File: src/rtl/three_dice_bist_ctrl.sv
// BIST sequencer for the three_dice evaluator: walks all 8 input vectors,
// samples y after a settle window, and grades the captured truth table.
module three_dice_bist_ctrl #(
    parameter logic [7:0]  EXPECTED      = 8'hE8,
    parameter int unsigned SETTLE_CYCLES = 2
) (
    input  logic       clk,
    input  logic       rst,
    input  logic       start,
    input  logic       abort,
    input  logic       y_in,
    output logic       d1,
    output logic       d2,
    output logic       d3,
    output logic       busy,
    output logic       done,
    output logic       pass,
    output logic [7:0] truth_table,
    output logic [7:0] mismatch_mask,
    output logic [7:0] run_count,
    output logic [7:0] fail_count
);

    localparam logic [1:0] ST_IDLE   = 2'd0;
    localparam logic [1:0] ST_APPLY  = 2'd1;
    localparam logic [1:0] ST_SAMPLE = 2'd2;
    localparam logic [1:0] ST_DONE   = 2'd3;

    localparam logic [3:0] SETTLE_LAST = 4'(SETTLE_CYCLES - 1);

    if (SETTLE_CYCLES == 0 || SETTLE_CYCLES > 15) begin : g_bad_settle
        $error("three_dice_bist_ctrl: SETTLE_CYCLES must be in 1..15");
    end

    logic [1:0] state_q, state_d;
    logic [2:0] idx_q, idx_d;
    logic [3:0] settle_q, settle_d;
    logic [2:0] dvec_q, dvec_d;
    logic       busy_q, busy_d;
    logic       done_q, done_d;
    logic       pass_q, pass_d;
    logic [7:0] table_q, table_d;
    logic [7:0] mask_q, mask_d;
    logic [7:0] run_q, run_d;
    logic [7:0] fail_q, fail_d;
    logic [7:0] table_next;

    always_comb begin
        state_d    = state_q;
        idx_d      = idx_q;
        settle_d   = settle_q;
        pass_d     = pass_q;
        table_d    = table_q;
        mask_d     = mask_q;
        run_d      = run_q;
        fail_d     = fail_q;
        table_next = table_q;
        table_next[idx_q] = y_in;

        case (state_q)
            ST_IDLE: begin
                if (start && !abort) begin
                    state_d  = ST_APPLY;
                    idx_d    = '0;
                    settle_d = '0;
                    table_d  = '0;
                    mask_d   = '0;
                    pass_d   = 1'b0;
                end
            end
            ST_APPLY: begin
                if (abort) begin
                    state_d = ST_IDLE;
                    pass_d  = 1'b0;
                end else begin
                    settle_d = settle_q + 4'd1;
                    if (settle_q == SETTLE_LAST) begin
                        state_d = ST_SAMPLE;
                    end
                end
            end
            ST_SAMPLE: begin
                if (abort) begin
                    state_d = ST_IDLE;
                    pass_d  = 1'b0;
                end else begin
                    table_d = table_next;
                    if (idx_q == 3'd7) begin
                        // Grade on the table including the bit captured this edge.
                        state_d = ST_DONE;
                        pass_d  = (table_next == EXPECTED);
                        mask_d  = table_next ^ EXPECTED;
                        run_d   = run_q + {7'd0, (run_q != 8'hFF)};
                        if (table_next != EXPECTED) begin
                            fail_d = fail_q + {7'd0, (fail_q != 8'hFF)};
                        end
                    end else begin
                        state_d  = ST_APPLY;
                        idx_d    = idx_q + 3'd1;
                        settle_d = '0;
                    end
                end
            end
            default: begin
                state_d = ST_IDLE;
            end
        endcase

        // Registered outputs are derived from the next state so they line up with it.
        busy_d = (state_d == ST_APPLY) || (state_d == ST_SAMPLE);
        done_d = (state_d == ST_DONE);
        dvec_d = busy_d ? idx_d : 3'd0;
    end

    always_ff @(posedge clk) begin
        if (rst) begin
            state_q  <= ST_IDLE;
            idx_q    <= '0;
            settle_q <= '0;
            dvec_q   <= '0;
            busy_q   <= 1'b0;
            done_q   <= 1'b0;
            pass_q   <= 1'b0;
            table_q  <= '0;
            mask_q   <= '0;
            run_q    <= '0;
            fail_q   <= '0;
        end else begin
            state_q  <= state_d;
            idx_q    <= idx_d;
            settle_q <= settle_d;
            dvec_q   <= dvec_d;
            busy_q   <= busy_d;
            done_q   <= done_d;
            pass_q   <= pass_d;
            table_q  <= table_d;
            mask_q   <= mask_d;
            run_q    <= run_d;
            fail_q   <= fail_d;
        end
    end

    assign d1            = dvec_q[2];
    assign d2            = dvec_q[1];
    assign d3            = dvec_q[0];
    assign busy          = busy_q;
    assign done          = done_q;
    assign pass          = pass_q;
    assign truth_table   = table_q;
    assign mismatch_mask = mask_q;
    assign run_count     = run_q;
    assign fail_count    = fail_q;

endmodule

File: config.mk
export PLATFORM = sky130hd
export DESIGN_NAME = three_dice_bist_ctrl
export DESIGN_NICKNAME = d
export VERILOG_FILES = /design/src/rtl/three_dice_bist_ctrl.sv
export SDC_FILE = /design/constraint.sdc
export NUM_CORES = 1
export LEC_CHECK = 0
export ABC_AREA = 1
export BUFFER_PORTS_ARGS = -buffer_cell sky130_fd_sc_hd__buf_2
export CORE_AREA = 5 5 72 74
export CTS_BUF_LIST = sky130_fd_sc_hd__clkbuf_4
export DETAILED_ROUTE_END_ITERATION = 12
export DIE_AREA = 0 0 77 79
export PLACE_DENSITY = 0.76
export SYNTH_ARGS = -nofsm -noshare
export SYNTH_HDL_FRONTEND = slang
export SYNTH_SLANG_ARGS = --single-unit
File: constraint.sdc
create_clock -name clk -period 2.7 [get_ports clk]
set_input_delay 0.405 -clock clk [delete_from_list [all_inputs] [get_ports clk]]
set_output_delay 0.405 -clock clk [all_outputs]
set_load 0.03 [all_outputs]
Yosys cells after proc, flatten, opt, wreduce, memory -nomap -nowiden
Index checks and enable logic that the tools add are counted.
{ "word_totals": {"register_bits": 47, "output_inout_bits": 38, "inputBits": 5, "elab_cells": 81} }
{ "classes": {"n_addsub": 4, "magnitude_cmp": 2, "n_eq_ne": 18, "bitwise_logic": 3, "n_reduce_logical": 14, "n_mux": 29} }
{ "ops": {"columns": ["op", "count"], "rows": [
  ["8-bit 2-to-1 mux", 4],
  ["8-bit one-hot mux with 2 select lines", 2],
  ["8-bit != test, second input constant", 3],
  ["8-bit by 1-bit adder with 8-bit output", 2],
  ["4-bit 2-to-1 mux", 4],
  ["2-bit != test, second input constant", 6],
  ["4-bit one-hot mux with 3 select lines", 1],
  ["4-bit AND reduction", 3],
  ["2-bit 2-to-1 mux", 5],
  ["3-bit 2-to-1 mux", 3],
  ["8-bit bitwise mux", 1],
  ["8-bit == test, second input constant", 1],
  ["2-bit == test, second input constant", 3],
  ["2-bit one-hot mux with 3 select lines", 1],
  ["3-bit one-hot mux with 2 select lines", 1],
  ["3-bit AND reduction", 2],
  ["1-bit 2-to-1 mux", 5],
  ["5-bit AND reduction", 1],
  ["4-bit by 1-bit adder with 4-bit output, second input constant", 1],
  ["2-bit by 1-bit == test with 1-bit output, second input constant", 2],
  ["4-bit by 1-bit == test with 1-bit output, second input constant", 1],
  ["3-bit by 4-bit less-than comparator with 1-bit output, second input constant", 1],
  ["4-bit NOT", 1],
  ["3-bit by 1-bit adder with 3-bit output, second input constant", 1],
  ["13 further kinds", 15]
]} }

Longest topological paths before layout
Gate-level depths: netlist of the first run.
{ "depth": {"ltp_word": 9, "depth_mapped": 11, "mapped_depth_nobuf": 11} }

Worst setup path before layout of the first run
Ideal clock, no wire load.
{ "synth_timing": {"path_type": "register to register", "startpoint": "register fail_q[6], in the netlist fail_count[6]", "endpoint": "register fail_q[6], in the netlist fail_count[6]", "required_ns": 2.630, "synth_period_minus_slack_ns": 1.877, "arrival_ns": 1.808, "slack_ns": 0.823, "path_stages_with_launch": 10, "setup_ns": 0.070, "path_cell_list": "dfxtp_1 -> inv_1 -> nor3_1 -> nand4_1 -> ha_1 -> ha_1 -> nand4_1 -> xor2_1 -> nand3_1 -> a21oi_2"} }
{ "synth_via": {"elab_chain_cells": 2} }
{ "synth_rtl": {"columns": ["element", "line_no", "text"], "rows": [
  ["from (decl)", "45", "logic [7:0] fail_q, fail_d;"],
  ["from (signal assigned)", "139", "fail_q <= fail_d;"],
  ["8-bit != test", "95", "fail_d = fail_q + {7'd0, (fail_q != 8'hFF)};"],
  ["8-bit by 1-bit adder with 8-bit output *", "95", null]
]} }
Every way passes the cells marked *; elsewhere a longest branch is shown, timed or not.
A chain may end at the register's enable or synchronous reset.

Worst setup path after layout of the first run
{ "layout_timing": {"startpoint": "register idx_q[1]", "endpoint": "register run_q[7], in the netlist run_count[7]"} }
{ "layout_via": {"elab_chain_cells": 2} }
{ "layout_rtl": {"columns": ["element", "line_no", "text"], "rows": [
  ["from (decl)", "36", "logic [2:0] idx_q, idx_d;"],
  ["from (signal assigned)", "130", "idx_q <= idx_d;"],
  ["3-bit == test", "88", "if (idx_q == 3'd7) begin"],
  ["3-bit AND reduction (no source line)", null, null],
  ["to (signal assigned)", "138", "run_q <= run_d;"],
  ["to (decl)", "44", "logic [7:0] run_q, run_d;"]
]} }
Every way passes these cells.

==> flow_summary.toml, run 1 <==
[global_route]
grt_pass1_wl_microns = 8910
antenna_found_initial = 0
grt_overflow_total = 0
track_usage = 0.176
grt_max_degree = 27
first_global_vias = 2058

[pwr]
power_density_mw_per_mm2 = 423
clkPwrFrac = 0.283
switching_share = 0.251
internal_power_mw = 0.833
seqPwrFrac = 0.638
ir_drop_mv = 0.231
switchingPower_mw = 0.279
power_frac_comb = 0.079
power_leakage_nw = 1.19

[clock_tree]
ctsHoldBuffers = 0
clk_latency_ns = 0.35
clock-root-buffer = "clkbuf_4"
cts_tree = "yes"
cts_sinks = 47
cts.repair.resized = 0
htreeDepth = 2
clk_pin_slew_worst_paths_ns = 0.12
post_cts_buffers = 0
cts_buffers = 5
cts_buffer_depth = 2

[timing]
max_freq_ghz = 0.519
setup_violations = 0
hold_viol_final = 0
fin_ws_ns = 0.773
layout_min_cycle_time_ns = 1.93
period_share = 0.714
maxSlewViolCount = 0
fin_worst_skew_ns = 0.0104
tightest_slew_ns = 0.478
relSlewSlack = 0.681
rsz0062_at_grt = "false"
fin_tns_setup_ns = 0

[worst_setup_path]
cp-start-kind = "register"
worst_ep_arrival_time_ns = 2.21
crit_type = "reg -> reg"
worstPathRequired_ns = 2.99
cp_max_fo = 12
cp-end-kind = "register"

[synth]
synth_cell_types = 28
yosys.area_share.simple = 0.315
syn_inst = 321
synth_nets = 334
syn-cell-area_sq_mm = 0.00233
yosysSeqAreaShare = 0.403
yosys.area_share.adder = 0.0429
synth_xor_area_frac = 0.0225
synth_top_family_by_area = "simple AND/OR/NAND/NOR gates"
synth_compound_area_frac = 0.134
synth_area_per_cell_sq_um = 7.27
ys_ff_latch = 47
ys_warn_count = 0
synthMuxAreaShare = 0

[placement]
numPortBuffers = 42
post_dp_cell_area_sq_mm = 0.00258
pre_cts_ws_ns = 0.740
place.gp.congestion = 0.900
dp_cells = 411
dp_hpwl_microns = 3860

[layout]
final_cells = 419
drive_gt1_frac = 0.222
n_antenna_cell = 0
nets = 377
seqCellArea_sq_um = 941
stdcell_area_sq_mm = 0.00263
n_fill_cell = 448
multiInputGateArea_sq_mm = 0.00120
area_growth_pct = 12.7

[floorplan]
core_sq_mm = 0.00454
fp.dieH_microns = 79
row_count = 25
initial_core_util = 0.514
dieArea_sq_mm = 0.00608
die_x_microns = 77
io-pin-count = 43

[route]
drt_pass1_iterations = 4
wire_per_inst_microns = 12.2
drc = 0
routed_wl_microns = 5110
num_vias = 2143
first_iter_violations = 142
postRouteAntennaNets = 0
avgViaCountPerCell = 5.11

[flow_run]
max_cap_viol_count = 0

[min_path]
min_path_type = "in -> reg"

[run_status]
status = "complete, no violations"
-- critical path, stage by stage, from the launching register on --
cell,delay (ns)
dfxtp_1,0.62
ha_1,0.27
nand2_2,0.08
nor2_1,0.13
nand2_2,0.12
nor2_1,0.17
nand3_1,0.11
nor2_1,0.13
o21ai_0,0.09
a21oi_1,0.14
-- registers in the layout (all words and copies together), names as in the netlist --
name	count
settle_q	4
state_q	2
dvec_q	3
done	1
run_count	8
truth_table	8
pass	1
busy	1
fail_count	8
idx_q	3
mismatch_mask	8
-- through the flow --
stage | hold slack (ns) | utilization | power (mW)
final | 0.469 | 0.580 | 1.11
after global routing | 0.485 | 0.580 | 1.17
after CTS | 0.448 | 0.580 | 1.13
after detailed placement | 0.456 | 0.568 | 0.813
after global placement | 0.448 | 0.568 | 0.812
after floorplan | 0.471 | - | 0.786
-- cells in the mapped netlist, drive strengths merged --
cell type,instances,area share
inv,38,0.061
nand3,35,0.077
buf,6,0.018
a21oi,37,0.092
xor2,4,0.015
nor3,3,0.0064
nand2,81,0.15
clkbuf,2,0.0032
nor2,28,0.050
xnor2,2,0.0075
o21a,1,0.0032
dfxtp,47,0.40
nand4,9,0.024
ha,8,0.043
nand3b,1,0.0032
or2,1,0.0027
o21ai,18,0.039
-- final cells by class --
| class | count | area share |
|---|---|---|
| clock buffers | 6 | 0.0171 |
| multi-input cells | 228 | 0.457 |
| repair buffers | 44 | 0.0856 |
| flip-flops and latches | 47 | 0.358 |
| clock inverters | 2 | 0.00285 |
| well taps | 54 | 0.0257 |
| inverters | 38 | 0.0542 |
-- kinds of logic after synthesis --
group | count (synthesis)
and+or+nand+nor | 158
AOI/OAI and AO/OA | 56
DFF | 47
buffers and inverters | 46
adders and majority gates | 8
xor gates and xnor gates | 6
-- power groups by stage --
stage / sequential [mW] / clock (mW) / combinational [mW]
floorplan: 0.741 / 0 / 0.0446
global placement: 0.726 / 0 / 0.0857
detailed placement: 0.726 / 0 / 0.0878
CTS: 0.710 / 0.331 / 0.0880
global route: 0.712 / 0.361 / 0.0985
finish: 0.710 / 0.315 / 0.0876
-- cell usage in the layout (no fill, tap or decap), drive strengths merged, types with 2 or more instances in the layout --
cell type and n:
a21oi 37, dfxtp 47, o21ai 18, ha 8, clkbuf 6, nand2 81, nand4 9, nor2 28
buf 44, xnor2 2, xor2 4, nand3 35, inv 38, clkinv 2, nor3 3
-- metal layers --
metal  vias to the layer above  share of wire  GRT usage
li1                       1128              -          -
met1                       965           0.44      0.200
met5                         -              0          0
met2                        40           0.50      0.321
met3                        10          0.040     0.0351
met4                         0          0.018     0.0704
-- path summary, 6_finish.rpt --
check	from	endpoint	slack, ns	depth (start not counted)
hold reg to reg	mismatch_mask[3]	mismatch_mask[3]	0.47	2
setup / recovery	idx_q[1]	run_count[7]	0.77	9
hold / removal	abort	state_q[1]	0.47	4
setup reg to reg	idx_q[1]	run_count[7]	0.77	9
Note: power is estimated with default switching activity, not from simulation.
==> inputs of run 2 (changes only) <==
- CORE_AREA: 5 5 72 74 -> 5 5 73 75
- DIE_AREA: 0 0 77 79 -> 0 0 78 80
- PLACE_DENSITY: 0.76 -> 0.77
- clock period: 2.7 -> 1.6 ns (I/O delays scaled with it)
==> run 2 against run 1 <==
Against the previous run: the run now ends with negative setup slack left; clock power rose by 73%; combinational power is 85% higher; count of clock-buffer cells in the layout is 1 lower; hold slack worse by 0.21 ns; via count up 9.2%; sequential power increased by 66%; non-clock buffer count up 28; clock skew increased by 0.0059 ns; first-iteration DRC count down 54%; worst setup slack worse by 0.82 ns; flip-flop and latch count is the same; largest cell class unchanged; largest power group unchanged.
==> flow_summary.toml, run 2 (synthesis results as in run 1) <==
[pwr]
seqPwrFrac = 0.626
ir_drop_mv = 0.461
power_density_mw_per_mm2 = 611
internal_power_mw = 1.38
power_leakage_nw = 1.43
clkPwrFrac = 0.288
switchingPower_mw = 0.510
switching_share = 0.270
power_frac_comb = 0.086

[placement]
dp_hpwl_microns = 4110
numPortBuffers = 42
place.gp.congestion = 0.853
post_dp_cell_area_sq_mm = 0.00278
pre_cts_ws_ns = -0.0667

[timing]
max_freq_ghz = 0.608
fin_ws_ns = -0.0442
relSlewSlack = 0.651
maxSlewViolCount = 0
rsz0062_at_grt = "true"
fin_worst_skew_ns = 0.0163
layout_min_cycle_time_ns = 1.64
tightest_slew_ns = 0.524
hold_viol_final = 0
setup_violations = 1
fin_tns_setup_ns = -0.0442
period_share = 1.03

[worst_setup_path]
regToRegSetupSlack_ns = -0.04
crit_type = "reg -> reg"
worstPathRequired_ns = 1.92
cp-end-kind = "register"
cp-start-kind = "register"
cp_max_fo = 2
worst_ep_arrival_time_ns = 1.96

[global_route]
track_usage = 0.192
grt_pass1_wl_microns = 9820
grt_max_degree = 27
first_global_vias = 2277
antenna_found_initial = 0
grt_overflow_total = 0

[clock_tree]
cts_tree = "yes"
htreeDepth = 2
clk_pin_slew_worst_paths_ns = 0.14
cts_sinks = 47
clock-root-buffer = "clkbuf_4"
clk_latency_ns = 0.36
ctsHoldBuffers = 0
cts_buffers = 5
cts_buffer_depth = 2

[floorplan]
io-pin-count = 43
die_x_microns = 78
core_sq_mm = 0.00460
dieArea_sq_mm = 0.00624
row_count = 25
initial_core_util = 0.507
fp.dieH_microns = 80

[route]
avgViaCountPerCell = 5.23
num_vias = 2341
drc = 0
wire_per_inst_microns = 13.5
routed_wl_microns = 6070
drt_pass1_iterations = 4
first_iter_violations = 66
postRouteAntennaNets = 0

[layout]
drive_gt1_frac = 0.398
layout_common_cells = "60 x nand2_1, 42 x buf_2, 32 x dfxtp_1"
utilization = 0.672
stdcell_area_sq_mm = 0.00309
area_growth_pct = 32.3
layout_commonest_cell = "nand2_1"
nets = 406
n_fill_cell = 381
n_antenna_cell = 0

[min_path]
min_path_type = "in -> reg"

[run_status]
violations = "negative setup slack"
status = "complete, but fails checks"

[flow_run]
max_cap_viol_count = 0
## run 2: cell types whose count changed in the layout (fill, tap and decap cells not counted), sizes merged
cell / before / now
clkinvlp: 0 / 1
nand2: 81 / 82
clkbuf: 6 / 5
buf: 44 / 72
## run 2: what timing repair did
item | 4_1_cts | 5_1_grt
pin swaps | 5 | 15
buffers inserted | 4 | 7
cloned | 0 | 1
setup endpoints to repair | 11 | 22
gates resized for setup | 13 | 39
## run 2: worst paths after layout
path / start / end / cells after the start
worst max-delay path: run_count[2] / run_count[4] / 11
worst min-delay path: abort / state_q[1] / 4
worst max register to register: run_count[2] / run_count[4] / 11
worst min register to register: mismatch_mask[3] / mismatch_mask[3] / 2
## run 2: power by group through the flow
| stage | Sequential [mW] | Clock (mW) | Combinational (mW) |
|---|---|---|---|
| finish | 1.18 | 0.544 | 0.162 |
| global placement | 1.21 | 0 | 0.150 |
| detailed placement | 1.21 | 0 | 0.153 |
| global route | 1.19 | 0.604 | 0.180 |
| floorplan | 1.24 | 0 | 0.0753 |
| CTS | 1.19 | 0.556 | 0.154 |
## run 2: worst max-delay path: stages (launching register included)
cell     delay [ns]
dfxtp_4        0.39
inv_4          0.05
nor3_4         0.19
nand4_1        0.11
ha_2           0.22
ha_4           0.17
nand2_4        0.07
inv_4          0.04
nand2_4        0.05
nand2_2        0.08
o21ai_2        0.10
o21a_1         0.13
## run 2: final cells by class
class / count / area, sq um / share of cell area
flip-flops and latches: 47 / 985 / 0.319
well taps: 54 / 67.6 / 0.0219
repair buffers: 72 / 464 / 0.150
clock buffers: 5 / 37.5 / 0.0122
inverters: 38 / 153 / 0.0494
multi-input cells: 229 / 1370 / 0.442
clock inverters: 3 / 15.0 / 0.00486
## run 2: layer usage
| metal | routed length [microns] | up-vias | track usage | part of all wire |
|---|---|---|---|---|
| li1 | - | 1195 | - | - |
| met1 | 2670 | 1079 | 0.231 | 0.44 |
| met2 | 2960 | 57 | 0.325 | 0.49 |
| met3 | 305 | 10 | 0.0530 | 0.050 |
| met4 | 130 | 0 | 0.0726 | 0.021 |
| met5 | 0 | - | 0 | 0 |
## run 2: metrics by stage
stage / power, mW / cells / hold WS, ns
2_1_floorplan: 1.31 / 321 / 0.456
3_3_place_gp: 1.36 / 428 / 0.447
3_5_place_dp: 1.36 / 428 / 0.454
4_1_cts: 1.90 / 440 / 0.260
5_1_grt: 1.97 / 448 / 0.262
6_report: 1.89 / 448 / 0.261
==> inputs of run 3 (changes only) <==
- CORE_AREA: 5 5 73 75 -> 5 5 72 74
- CTS_BUF_LIST: sky130_fd_sc_hd__clkbuf_4 -> sky130_fd_sc_hd__clkbuf_8
- DIE_AREA: 0 0 78 80 -> 0 0 77 79
- PLACE_DENSITY: 0.77 -> 0.76
- clock period: 1.6 -> 1.9 ns (I/O delays scaled with it)
==> run 3 against run 2 <==
Against the previous run: the run now ends clean; design area is 11% lower; via count is 7.3% lower; count of clock-buffer cells in the layout is 1 higher; total power is 7.6% lower; clock power is 12% higher; die area is 2.5% lower; fmax is 3.8% lower; critical path type unchanged.
==> flow_summary.toml, run 3 (synthesis results as in run 1) <==
[timing]
setup_violations = 0
tightest_slew_ns = 0.490
fin_tns_setup_ns = 0
rsz0062_at_grt = "false"
hold_viol_final = 0
whs_ns = 0.394
relSlewSlack = 0.673
period_share = 0.900
layout_min_cycle_time_ns = 1.71
max_freq_ghz = 0.585
fin_worst_skew_ns = 0.0110
maxSlewViolCount = 0

[worst_setup_path]
cpLargestDelayFamily = "simple AND/OR/NAND/NOR gates"
crit_path_cell_trace = "inv_1, nor3_2, nand4_1, ha_1, ha_1, nand2_1, inv_2, nand2_1, nand2_1, o21ai_1, o21a_1"
regToRegSetupSlack_ns = 0.19
critPathSlowestCell = "dfxtp_1"
r2r-start = "run_count[2]"
crit_type = "reg -> reg"
cp-start-kind = "register"
path_common_cell = "nand2_1"
critPathMaxStageDelay_ns = 0.38
worst_ep_arrival_time_ns = 1.96
regToRegEndpoint = "run_count[4]"
reg2reg_depth = 11
cp_num_buf_inv = 2
worstPathRequired_ns = 2.16
cp_max_fo = 4
cp-end-kind = "register"

[flow_run]
max_cap_viol_count = 0

[global_route]
grt_max_degree = 27
first_global_vias = 2081
grt_pass1_wl_microns = 9110
antenna_found_initial = 0
track_usage = 0.180
grt_overflow_total = 0

[clock_tree]
cts_buffer_depth = 2
cts.repair.resized = 0
clk_pin_slew_worst_paths_ns = 0.09
ctsHoldBuffers = 0
clock-root-buffer = "clkbuf_8"
cts_tree = "yes"
post_cts_buffers = 0
cts_buffers = 5
cts_sinks = 47
clk_latency_ns = 0.30
htreeDepth = 2

[min_path]
min_path_cells = 4
min_path_type = "in -> reg"
hold_path_end = "state_q[1]"
min_from = "abort"

[placement]
place.gp.congestion = 0.853
dp_hpwl_microns = 3850
numPortBuffers = 42

[route]
avgViaCountPerCell = 5.08
postRouteAntennaNets = 0
num_vias = 2171
wire_per_inst_microns = 12.1
drc = 0
drt_pass1_iterations = 4
first_iter_violations = 73
routed_wl_microns = 5150

[layout]
layout_common_cells = "69 x nand2_1, 45 x dfxtp_1, 42 x buf_2"
drive_gt1_frac = 0.257
n_antenna_cell = 0
layout_commonest_cell = "nand2_1"
area_growth_pct = 17.7
nets = 386

[floorplan]
io-pin-count = 43
row_count = 25
initial_core_util = 0.514
fp.dieH_microns = 79
dieArea_sq_mm = 0.00608
core_sq_mm = 0.00454
die_x_microns = 77

[pwr]
power_density_mw_per_mm2 = 635
power_leakage_nw = 1.26
ir_drop_mv = 0.329

[run_status]
status = "complete, no violations"
## run 3: cell count changes in the layout (fill, tap and decap cells not counted), moves of 5 or more
cell,before,now
buf_4,27,11
clkbuf_4,5,0
clkbuf_8,0,6
dfxtp_1,32,45
dfxtp_4,10,0
ha_1,3,8
nand2_1,60,69
nand2_2,16,10
nand3_1,28,34
nand3_2,7,1
## run 3: metrics by stage
stage	instances	util	power, mW	instance area, sq um	setup WS [ns]
final	427	0.606	1.74	2750	0.191
after global routing	427	0.606	1.83	2750	0.00620
after CTS	427	0.602	1.76	2730	0.120
after detailed placement	420	0.583	1.16	2650	0.144
after global placement	420	0.583	1.16	2650	0.191
after floorplan	321	-	1.12	2330	0.0225
## run 3: layout make-up
cell class	count	area (sq um)
inverter	38	143
fill	439	1790
multi-input combinational	228	1210
tap	54	67.6
clock inverter	1	5.00
sequential	47	943
timing repair buffer	53	293
clock buffer	6	82.6
## run 3: layer usage
layer,vias up,global-route usage,wire [microns]
met5,-,0,0
met2,49,0.317,2530
met1,965,0.216,2300
li1,1149,-,-
met4,0,0.0550,54
met3,8,0.0442,258
## run 3: how the worst max path moves through the flow
stage	start	to	slack [ns]	cells after the start
6_report	run_count[2]	run_count[4]	0.19	11
5_1_grt	idx_q[0]	run_count[7]	0.006	9
4_1_cts	fail_count[6]	fail_count[6]	0.12	9
3_5_place_dp	fail_count[6]	fail_count[6]	0.14	9
3_3_place_gp	fail_count[6]	fail_count[6]	0.19	9
2_1_floorplan	fail_count[6]	fail_count[6]	0.02	9
## run 3: worst register-to-register path: cells and delay by family, from the launching register on
kind,cells,cell delay (ns)
simple gates,5,0.56
fa+ha+maj,2,0.40
flops,1,0.38
compound gates,2,0.22
buf+inv,2,0.13
## run 3: power by group
part | switching [mW] | internal, mW
logic | 0.0920 | 0.0342
clock network | 0.324 | 0.286
registers | 0.00951 | 0.999
